File: config.mk
export PLATFORM = sky130hd
export DESIGN_NAME = uart_frame_parser
export DESIGN_NICKNAME = d
export VERILOG_FILES = /design/src/rtl/uart_frame_pkg.sv /design/src/rtl/uart_frame_buf.sv /design/src/rtl/uart_frame_parser.sv
export SDC_FILE = /design/constraint.sdc
export NUM_CORES = 1
export LEC_CHECK = 0
export BUFFER_PORTS_ARGS = -buffer_cell sky130_fd_sc_hd__buf_2
export CORE_UTILIZATION = 56
export DETAILED_ROUTE_END_ITERATION = 12
export PLACE_DENSITY = 0.84
export SYNTH_ARGS = -nofsm -noshare
export SYNTH_HDL_FRONTEND = slang
export SYNTH_SLANG_ARGS = --single-unit
File: constraint.sdc
create_clock -name i_clk -period 2.76 [get_ports i_clk]
set_input_delay 0.138 -clock i_clk [delete_from_list [all_inputs] [get_ports i_clk]]
set_output_delay 0.138 -clock i_clk [all_outputs]
set_load 0.005 [all_outputs]
File: src/rtl/uart_frame_pkg.sv
// uart_frame_pkg: shared constants and enums for the UART command-frame parser.
// UART_FRAME_CSUM_EN selects whether frames carry a trailing XOR checksum byte.
package uart_frame_pkg;

  localparam logic [7:0] SYNC_BYTE = 8'hA5;

  typedef enum logic [2:0] {
    IDLE,
    CMD,
    LEN,
    PAYLOAD,
    CSUM,
    EMIT
  } state_e;

  typedef enum logic [1:0] {
    NONE,
    BAD_LEN,
    BAD_CSUM,
    TIMEOUT
  } drop_e;

endpackage

File: src/rtl/uart_frame_buf.sv
// uart_frame_buf: MAX_LEN x 8 simple dual-port payload store.
// One write port, registered read port with one cycle of latency.
module uart_frame_buf #(
  parameter int DEPTH = 32,
  parameter int AW    = 5
) (
  input  logic          i_clk,
  input  logic          i_we,
  input  logic [AW-1:0] i_waddr,
  input  logic [7:0]    i_wdata,
  input  logic          i_re,
  input  logic [AW-1:0] i_raddr,
  output logic [7:0]    o_rdata
);

  logic [7:0] mem_q [DEPTH];
  logic [7:0] rdata_q;

  always_ff @(posedge i_clk) begin
    if (i_we) mem_q[i_waddr] <= i_wdata;
    if (i_re) rdata_q <= mem_q[i_raddr];
  end

  assign o_rdata = rdata_q;

endmodule

File: src/rtl/uart_frame_parser.sv
// uart_frame_parser: assembles A5/CMD/LEN/payload frames from the RX FIFO and
// replays the payload as a CMD-tagged stream. UART_FRAME_CSUM_EN adds a CSUM byte.
module uart_frame_parser
  import uart_frame_pkg::*;
#(
  parameter int MAX_LEN     = 32,
  parameter int TIMEOUT_CYC = 50000
) (
  input  logic       i_clk,
  input  logic       i_rst,
  input  logic [7:0] i_rx_data,
  input  logic       i_rx_ready,
  output logic       o_rx_req,
  output logic [7:0] o_cmd,
  output logic [7:0] o_data,
  output logic       o_valid,
  input  logic       i_ready,
  output logic       o_last,
  output logic       o_frame_err,
  output logic [7:0] o_err_cnt
);

  localparam int AW = (MAX_LEN > 1) ? $clog2(MAX_LEN) : 1;
  localparam int TW = $clog2(TIMEOUT_CYC + 1);
  localparam logic [7:0]    MAX_B    = 8'(MAX_LEN);
  localparam logic [TW-1:0] TMO_LAST = TW'(TIMEOUT_CYC - 1);

  state_e        state_q, state_d;
  state_e        post_st;
  drop_e         rsn;
  logic [7:0]    cmd_q, cmd_d;
  logic [7:0]    len_q, len_d;
  logic [7:0]    idx_q, idx_d, idx_nx;
  logic [7:0]    err_cnt_q;
  logic [TW-1:0] tmo_q, tmo_d;
  logic          valid_q, valid_d;
  logic          pop_q, err_q;
  logic          pop, last, drop, csum_bad;
  logic          we, re;
  logic [AW-1:0] raddr;
  logic [7:0]    rdata;

`ifdef UART_FRAME_CSUM_EN
  logic [7:0] csum_q, csum_d;

  always_comb begin
    csum_d = csum_q;
    if (pop) begin
      unique case (state_q)
        CMD:          csum_d = i_rx_data;
        LEN, PAYLOAD: csum_d = csum_q ^ i_rx_data;
        default:      ;
      endcase
    end
  end

  always_ff @(posedge i_clk) begin
    if (!i_rst) csum_q <= '0;
    else        csum_q <= csum_d;
  end

  assign csum_bad = (i_rx_data != csum_q);
  assign post_st  = CSUM;
`else
  assign csum_bad = 1'b0;
  assign post_st  = EMIT;
`endif

  // FIFO ready lags a pop by one cycle, so never pop back to back
  assign pop    = i_rst && i_rx_ready && !pop_q && (state_q != EMIT);
  assign idx_nx = idx_q + 8'd1;
  assign last   = valid_q &&
                  ((len_q == 8'd0) || (idx_q == len_q - 8'd1));
  assign drop   = (rsn != NONE);

  always_comb begin
    state_d = state_q;
    cmd_d   = cmd_q;
    len_d   = len_q;
    idx_d   = idx_q;
    valid_d = valid_q;
    rsn     = NONE;
    we      = 1'b0;
    re      = 1'b0;
    raddr   = idx_q[AW-1:0];
    tmo_d   = '0;

    if (!pop && (state_q inside {CMD, LEN, PAYLOAD, CSUM})) begin
      tmo_d = tmo_q + TW'(1);
      if (tmo_q == TMO_LAST) rsn = TIMEOUT;
    end

    unique case (state_q)
      IDLE: begin
        if (pop && (i_rx_data == SYNC_BYTE)) state_d = CMD;
      end
      CMD: begin
        if (pop) begin
          cmd_d   = i_rx_data;
          state_d = LEN;
        end
      end
      LEN: begin
        if (pop) begin
          len_d = i_rx_data;
          idx_d = 8'd0;
          if (i_rx_data > MAX_B) rsn = BAD_LEN;
          else if (i_rx_data == 8'd0) state_d = post_st;
          else state_d = PAYLOAD;
        end
      end
      PAYLOAD: begin
        if (pop) begin
          we    = 1'b1;
          idx_d = idx_nx;
          if (idx_q == len_q - 8'd1) begin
            idx_d   = 8'd0;
            state_d = post_st;
          end
        end
      end
      CSUM: begin
        if (pop) begin
          if (csum_bad) rsn = BAD_CSUM;
          else state_d = EMIT;
        end
      end
      EMIT: begin
        if (!valid_q) begin
          re      = 1'b1;
          valid_d = 1'b1;
        end else if (i_ready) begin
          if (last) begin
            valid_d = 1'b0;
            state_d = IDLE;
          end else begin
            idx_d = idx_nx;
            re    = 1'b1;
            raddr = idx_nx[AW-1:0];
          end
        end
      end
      default: state_d = IDLE;
    endcase

    if (drop) state_d = IDLE;
  end

  always_ff @(posedge i_clk) begin
    if (!i_rst) begin
      state_q   <= IDLE;
      cmd_q     <= '0;
      len_q     <= '0;
      idx_q     <= '0;
      tmo_q     <= '0;
      valid_q   <= 1'b0;
      pop_q     <= 1'b0;
      err_q     <= 1'b0;
      err_cnt_q <= '0;
    end else begin
      state_q <= state_d;
      cmd_q   <= cmd_d;
      len_q   <= len_d;
      idx_q   <= idx_d;
      tmo_q   <= tmo_d;
      valid_q <= valid_d;
      pop_q   <= pop;
      err_q   <= drop;
      if (drop && (err_cnt_q != 8'hFF)) err_cnt_q <= err_cnt_q + 8'd1;
    end
  end

  always_ff @(posedge i_clk) begin
    if (i_rst) begin
      assert (!(pop_q && pop));
      if (rsn == BAD_CSUM) assert (state_q == CSUM);
    end
  end

  uart_frame_buf #(
    .DEPTH (MAX_LEN),
    .AW    (AW)
  ) u_buf (
    .i_clk   (i_clk),
    .i_we    (we),
    .i_waddr (idx_q[AW-1:0]),
    .i_wdata (i_rx_data),
    .i_re    (re),
    .i_raddr (raddr),
    .o_rdata (rdata)
  );

  assign o_rx_req    = pop;
  assign o_cmd       = cmd_q;
  assign o_data      = (valid_q && (len_q != 8'd0)) ? rdata : 8'h00;
  assign o_valid     = valid_q;
  assign o_last      = last;
  assign o_frame_err = err_q;
  assign o_err_cnt   = err_cnt_q;

endmodule

* After elaboration in Yosys (flattened, before gate mapping)
Memory sizes are Yosys's and may differ from the RTL's. A register that Yosys moved wholly into a read port is not among the register bits.
Cells that the tools add are included.
** Operators by class
- $add $sub $neg :: 4
- $lt $le $gt $ge :: 1
- Equal/unequal tests :: 21
- Mux-type cells :: 39
- Bitwise gates (word level) :: 1
- Reductions and logical operators :: 24
** Operator list (count)
- 2-to-1 mux 8 bit :: 7
- 2-to-1 mux 3 bit :: 11
- case mux 8 bit (3 select lines) :: 1
- 2-to-1 mux 5 bit :: 4
- inequality test 2 bit, second input constant :: 10
- case mux 3 bit (6 select lines) :: 1
- adder 16 x 1 -> 16 bit, second input constant :: 1
- adder 8 x 1 -> 8 bit, second input constant :: 2
- == test 16 bit, second input constant :: 1
- zero test 8 bit :: 2
- 2-to-1 mux 1 bit :: 10
- 2-to-1 mux 2 bit :: 5
- AND reduction 10 bit :: 1
- == test 8 bit :: 1
- == test 8 bit, second input constant :: 1
- greater-than comparator 8 x 6 -> 1 bit, second input constant :: 1
- logical AND 1 bit :: 8
- inequality test 8 bit, second input constant :: 1
- nonzero test 8 bit :: 1
- subtractor 8 x 1 -> 8 bit, second input constant :: 1
- == test 3 x 2 -> 1 bit, second input constant :: 2
- == test 3 bit, second input constant :: 2
- AND reduction 2 bit :: 3
- AND reduction 6 bit :: 1
- 11 further kinds :: 12
** Word-level totals
- Bits in registers :: 54
- Bits in writable memories :: 256
- Input bits :: 12
- Output and inout port bits :: 28
- Logic and storage cells :: 100
- Memories :: 1
** Memories
- u_buf.mem_q :: depth 32, width 8, read ports 1, clocked after Yosys merged registers in 1, write ports 1, RTL line uart_frame_buf.sv:16 : logic [7:0] mem_q [DEPTH];

* Longest topological paths before layout
- Depth after elaboration :: 11
- Gate-level depth with buffers :: 14
- Depth with buffers taken out :: 12

* Cells and area by module
A second synthesis with hierarchy kept.
** Unflattened totals
- Cells, all modules :: 789
- Area total of the unflattened synthesis :: 13092.6 µm²
** By module, submodules not included
- uart_frame_buf :: instances 1, cells an instance 417, area each 10133.5 µm², sequential area each 7927.6 µm²
- uart_frame_parser :: instances 1, cells an instance 372, area each 2959.1 µm², sequential area each 1081.0 µm²

* Worst setup path after synthesis
OpenSTA, ideal clock, no wires.
- Kind :: register -> register
- From :: register len_q[0]
- To :: register u_buf.rdata_q[0] (netlist: u_buf.o_rdata[0]) (read register of u_buf.mem_q), data pin
- Library setup time :: 0.264 ns
- Arrival time :: 2.681 ns
- Required time :: 2.496 ns
- Slack :: -0.185 ns
- Stages on the path, launching flop included :: 15
- Path buffers :: 2
- Period minus slack after synthesis :: 2.945 ns
- Path through :: dfxtp_1 inv_1 ha_1 nor2b_1 or3_1 a31o_2 o31a_1 a21oi_4 nor2_8 buf_4 buf_4 nand2_1 nand3_1 nand4_1 nand4_1
** On the way
- Cells in the longest elaborated chain, start to end :: 8
- Elaborated cells on any way between the ends :: 13
- Those cells by class :: add/sub: 1; eq/ne: 1; mux: 8; reduce/logical: 3
** Ends and longest elaborated chain
- start, declared :: RTL line uart_frame_parser.sv:32 : logic [7:0] len_q, len_d;
- start signal, assigned :: RTL line uart_frame_parser.sv:163 : len_q <= len_d;
- subtractor 8 x 1 -> 8 bit :: RTL line uart_frame_parser.sv:73 : ((len_q == 8'd0) || (idx_q == len_q - 8'd1));
- == test 8 bit :: RTL line uart_frame_parser.sv:73
- logical OR 1 bit (*) :: RTL line uart_frame_parser.sv:73
- logical AND 1 bit (*) :: RTL line uart_frame_parser.sv:72 : assign last = valid_q &&
- 2-to-1 mux 5 bit or 2-to-1 mux 1 bit (tied branches) :: RTL line uart_frame_parser.sv:133 : if (last) begin
- 2-to-1 mux 5 bit or 2-to-1 mux 1 bit (tied branches) :: RTL line uart_frame_parser.sv:132 : end else if (i_ready) begin
- 2-to-1 mux 5 bit or 2-to-1 mux 1 bit (tied branches) :: RTL line uart_frame_parser.sv:129 : if (!valid_q) begin
- 2-to-1 mux 5 bit or 2-to-1 mux 1 bit (tied branches) :: RTL line uart_frame_parser.sv:93 : unique case (state_q)
- end, declared :: RTL line uart_frame_buf.sv:17 : logic [7:0] rdata_q;
Mark *: on every way between the ends. The rest lies on a longest branch, timed or not.
A chain may end at the register's enable or synchronous reset.

* Worst setup path after layout
- From :: register len_q[2]
- To :: register u_buf.rdata_q[4] (netlist: u_buf.o_rdata[4]) (read register of u_buf.mem_q), data pin
The elaborated chain is that of the path after synthesis.

==> impl_metrics.py <==
metrics = {
    "outcome": {
        "run_status": "finished, violations left",
        "violations": "setup timing",
    },
    "synth": {
        "syn_nets": 1140,
        "synth_flop_cell": "sky130_fd_sc_hd__edfxtp_1",
        "synth_compound_area_share_pct": 5.454,
        "yosys_warnings": 0,
        "synth_area_leaders": "sky130_fd_sc_hd__edfxtp_1 (60%), sky130_fd_sc_hd__dfxtp_1 (8.1%), sky130_fd_sc_hd__nand2_1 (7.3%)",
        "synthesis.area_per_instance_sq_um": 11.88,
        "asyncSetResetFlopFracSynth_pct": 0,
        "mapped_area_sq_um": 13310,
        "synthDistinctLibCells": 67,
        "synth.mux.area_fraction_pct": 1.354,
        "xor_and_xnor_area_share_after_synthesis_pct": 2.567,
        "number_of_synthesized_register_bits": 318,
        "main_combinational_cell_family_by_area_after_synthesis": "simple AND/OR/NAND/NOR gates",
        "synth-seq-area-share_pct": 67.70,
        "syn_inst": 1120,
        "netlist.area_leader.share_pct": 59.58,
        "synth_fa_ha_area_share_pct": 0.7522,
        "synth-edff-count": 264,
        "post-synth-top-area-cell": "sky130_fd_sc_hd__edfxtp_1",
        "basic_gate_share_of_the_synthesized_area_counting_and_or_nand_and_nor_cells_pct": 19.40,
    },
    "die": {
        "fp.dieH_microns": 156.2,
        "row_count": 56,
        "die_area_sq_um": 24380,
        "dieWidth_microns": 156.2,
        "core_area_sq_um": 23400,
        "pin_count": 40,
        "start_util_pct": 56.86,
    },
    "finish": {
        "sequential_cell_area_sq_um": 9012,
        "multi_input_comb_area_sq_um": 4403,
        "layout_commonest_cell": "sky130_fd_sc_hd__edfxtp_1",
        "fin_cells": 1618,
        "top_library_cells_by_usage_in_the_layout_fill_and_taps_aside": "sky130_fd_sc_hd__edfxtp_1 (264), sky130_fd_sc_hd__nand2_1 (240), sky130_fd_sc_hd__buf_4 (101)",
        "insertedDiodeCount": 0,
        "syn_to_final_growth_pct": 23.89,
        "finish.net_count": 1294,
        "final.fill_count": 1444,
        "final_cell_area_sq_um": 16490,
        "final_layout_size_suffix_gt1_share_pct": 24.17,
        "final_core_util_pct": 70.44,
    },
    "sta": {
        "post-route-worst-setup-slack_ps": -475.7,
        "slew_headroom_pct": 41.95,
        "tightestPinTransition_ps": 867.5,
        "finalSetupViolations": 17,
        "rsz0062_at_grt": "true",
        "layout_worst_path_cycle_share_pct": 117.2,
        "whs_ps": 40.69,
        "fin_crit_ps": 3236,
        "hold_viol": 0,
        "fmax_mhz": 309.1,
        "timing.setup.tns_ps": -3928,
        "finalClockSkew_ps": 15.58,
        "maxSlewViolCount": 0,
    },
    "route": {
        "drt_wl_total_microns": 37800,
        "wl_per_cell_microns": 23.36,
        "dr_vias_cell": 6.318,
        "route.detailed.drc": 0,
        "via_count": 10220,
        "drtIter0Drc": 1541,
        "number_of_iterations_in_the_first_detailed_routing_pass": 6,
        "postRouteAntennaNets": 0,
    },
    "placed_design": {
        "dpl-instance-area_sq_um": 14630,
        "io_buffers": 39,
        "placedCellCount": 1534,
        "detailed_place_hpwl_microns": 21370,
        "routabilityCongestion": 0.8812,
    },
    "cts": {
        "numCtsBuffers": 31,
        "path_clk_slew_ps": 70,
        "clk_latency_ps": 580,
        "cts_tree": "yes",
        "cts_max_level": 1,
        "root_buffer_cell": "sky130_fd_sc_hd__clkbuf_16",
        "cts.path.max_buffers": 3,
        "tritoncts_num_sinks": 318,
    },
    "hold_path": {
        "min_path_cells": 4,
        "worst_hold_start": "i_rst",
        "min_delay_worst_endpoint": "o_valid",
        "hold_path.class": "input pin to flop",
    },
    "grt": {
        "number_of_global_route_vias_before_repair": 9724,
        "antenna_found_initial": 0,
        "global_route.usage.total_pct": 29.67,
        "global_route_wire_length_before_repair_microns": 54340,
        "global_route.overflow_total": 0,
        "grt_max_degree": 36,
    },
    "critical_path": {
        "timing.reg2reg.worst_path_depth": 13,
        "reg2reg_slack_ps": -480,
        "critical_path.slowest_cell": "sky130_fd_sc_hd__or3_4",
        "critical_path.max_fanout": 8,
        "startpoint_type": "flop",
        "worstPathCellList": "buf_4 -> nor2b_1 -> or3_4 -> a31o_4 -> o31a_1 -> and3_4 -> nor2_8 -> buf_12 -> buf_12 -> nand2_1 -> a31oi_1 -> nand4_1 -> nand4_1",
        "slowest_delay_ps": 370,
        "crit_required_ps": 3200,
        "rr_endpoint": "u_buf.o_rdata[4]",
        "crit_type": "flop to flop",
        "worst_r2r_startpoint": "len_q[2]",
        "critical_path_endpoint_category": "flop",
        "data_arrival_time_of_the_critical_path_ps": 3680,
    },
    "power": {
        "cellLeakagePower_nw": 5.827,
        "combPwrFrac_pct": 2.4,
        "sequentialPowerShare_pct": 54.4,
        "worst_voltage_drop_across_the_vdd_grid_mv": 0.4771,
        "netSwitchingFraction_pct": 21.18,
        "power.net_switching_mw": 2.024,
        "power.internal_mw": 7.532,
        "power_density_nw_per_um2": 579.7,
        "clock_power_share_pct": 43.2,
    },
    "flow_run": {
        "cap_viol_max_count": 0,
    },
}
==> logic make-up after synthesis <==
| group | count (synthesis) |
|---|---|
| simple gates | 561 |
| flops | 318 |
| compound gates | 101 |
| buf+inv | 75 |
| xor+xnor | 39 |
| mux | 18 |
| fa+ha+maj | 8 |
==> synth_stat cells (2+ instances only) <==
library cell                count
sky130_fd_sc_hd__a21oi_1       10
sky130_fd_sc_hd__a2bb2oi_1      2
sky130_fd_sc_hd__a31oi_1       21
sky130_fd_sc_hd__a32oi_1       17
sky130_fd_sc_hd__and2_1         9
sky130_fd_sc_hd__and3_1         8
sky130_fd_sc_hd__and3b_1        2
sky130_fd_sc_hd__buf_2         25
sky130_fd_sc_hd__buf_4          5
sky130_fd_sc_hd__buf_6          5
sky130_fd_sc_hd__clkbuf_1      18
sky130_fd_sc_hd__dfxtp_1       54
sky130_fd_sc_hd__edfxtp_1     264
sky130_fd_sc_hd__ha_1           8
sky130_fd_sc_hd__inv_1         21
sky130_fd_sc_hd__mux2i_1       18
sky130_fd_sc_hd__nand2_1      260
sky130_fd_sc_hd__nand2b_1       6
sky130_fd_sc_hd__nand3_1      102
sky130_fd_sc_hd__nand3b_1       3
sky130_fd_sc_hd__nand4_1       45
sky130_fd_sc_hd__nor2_1        82
sky130_fd_sc_hd__nor2b_1        7
sky130_fd_sc_hd__nor3_1        13
sky130_fd_sc_hd__nor4_1         3
sky130_fd_sc_hd__nor4bb_1       2
sky130_fd_sc_hd__o21ai_0       23
sky130_fd_sc_hd__o21ai_1        2
sky130_fd_sc_hd__o22ai_2        2
sky130_fd_sc_hd__o31a_1         2
sky130_fd_sc_hd__o31ai_1        3
sky130_fd_sc_hd__or3_1          6
sky130_fd_sc_hd__xnor2_1       13
sky130_fd_sc_hd__xor2_1        26
==> area by class of cell <==
cell class | instances | share of cell area, %
Sequential cell | 318 | 54.67
Multi-Input combinational cell | 728 | 26.71
Timing Repair Buffer | 174 | 9.699
Clock buffer | 38 | 5.108
Tap cell | 319 | 2.421
Clock inverter | 20 | 0.9183
Inverter | 21 | 0.4781
==> stage by stage <==
stage | setup slack [ps] | power (mW)
after floorplan | 9.877 | 5.365
after global routing | -508.3 | 9.761
after detailed placement | -491.3 | 5.502
final | -475.7 | 9.556
after CTS | -351.9 | 9.516
after global placement | -356.1 | 5.494
==> power by group through the flow <==
stage | Clock, mW | Combinational, mW | Sequential [mW]
after floorplan | 0 | 0.0668 | 5.30
after global placement | 0 | 0.195 | 5.30
after detailed placement | 0 | 0.203 | 5.30
after CTS | 4.11 | 0.212 | 5.20
after global routing | 4.33 | 0.239 | 5.19
final | 4.13 | 0.230 | 5.20
==> repair_timing <==
action                                 4_1_cts  5_1_grt
pin swaps                                   21       45
endpoints found under the hold margin        2        0
hold buffers                                 2        0
resized for setup                           50       54
setup buffers                               11        4
gates cloned                                 6        5
setup endpoints to repair                   16       36
==> worst max path at each step <==
stage	from	end	slack, ps
finish	len_q[2]	u_buf.o_rdata[4]	-480
global placement	len_q[1]	u_buf.o_rdata[6]	-360
global route	len_q[0]	u_buf.o_rdata[4]	-510
floorplan	len_q[0]	u_buf.o_rdata[4]	10
CTS	len_q[1]	u_buf.o_rdata[6]	-350
detailed placement	len_q[0]	u_buf.o_rdata[6]	-490
==> metal layers <==
metal / GRT usage (%) / part of all wire (%)
met1: 37.54 / 35
met2: 50.04 / 49
met3: 5.556 / 11
met4: 12.75 / 4.6
met5: 0 / 0
==> sequential cells by signal, indices dropped and copies added (netlist names) <==
name	count
o_valid	1
pop_q	1
u_buf.mem_q	256
o_cmd	8
idx_q	8
tmo_q	16
o_err_cnt	8
o_frame_err	1
u_buf.o_rdata	8
len_q	8
state_q	3
==> critical path, delay by kind of cell, from the launching register on <==
kind                   cells  cell delay [ps]
buffers and inverters      3              440
AND/OR/NAND/NOR            7             1460
flip-flops                 1              340
AO/OA/AOI/OAI              3              850
(Power assumes the default switching activity.)
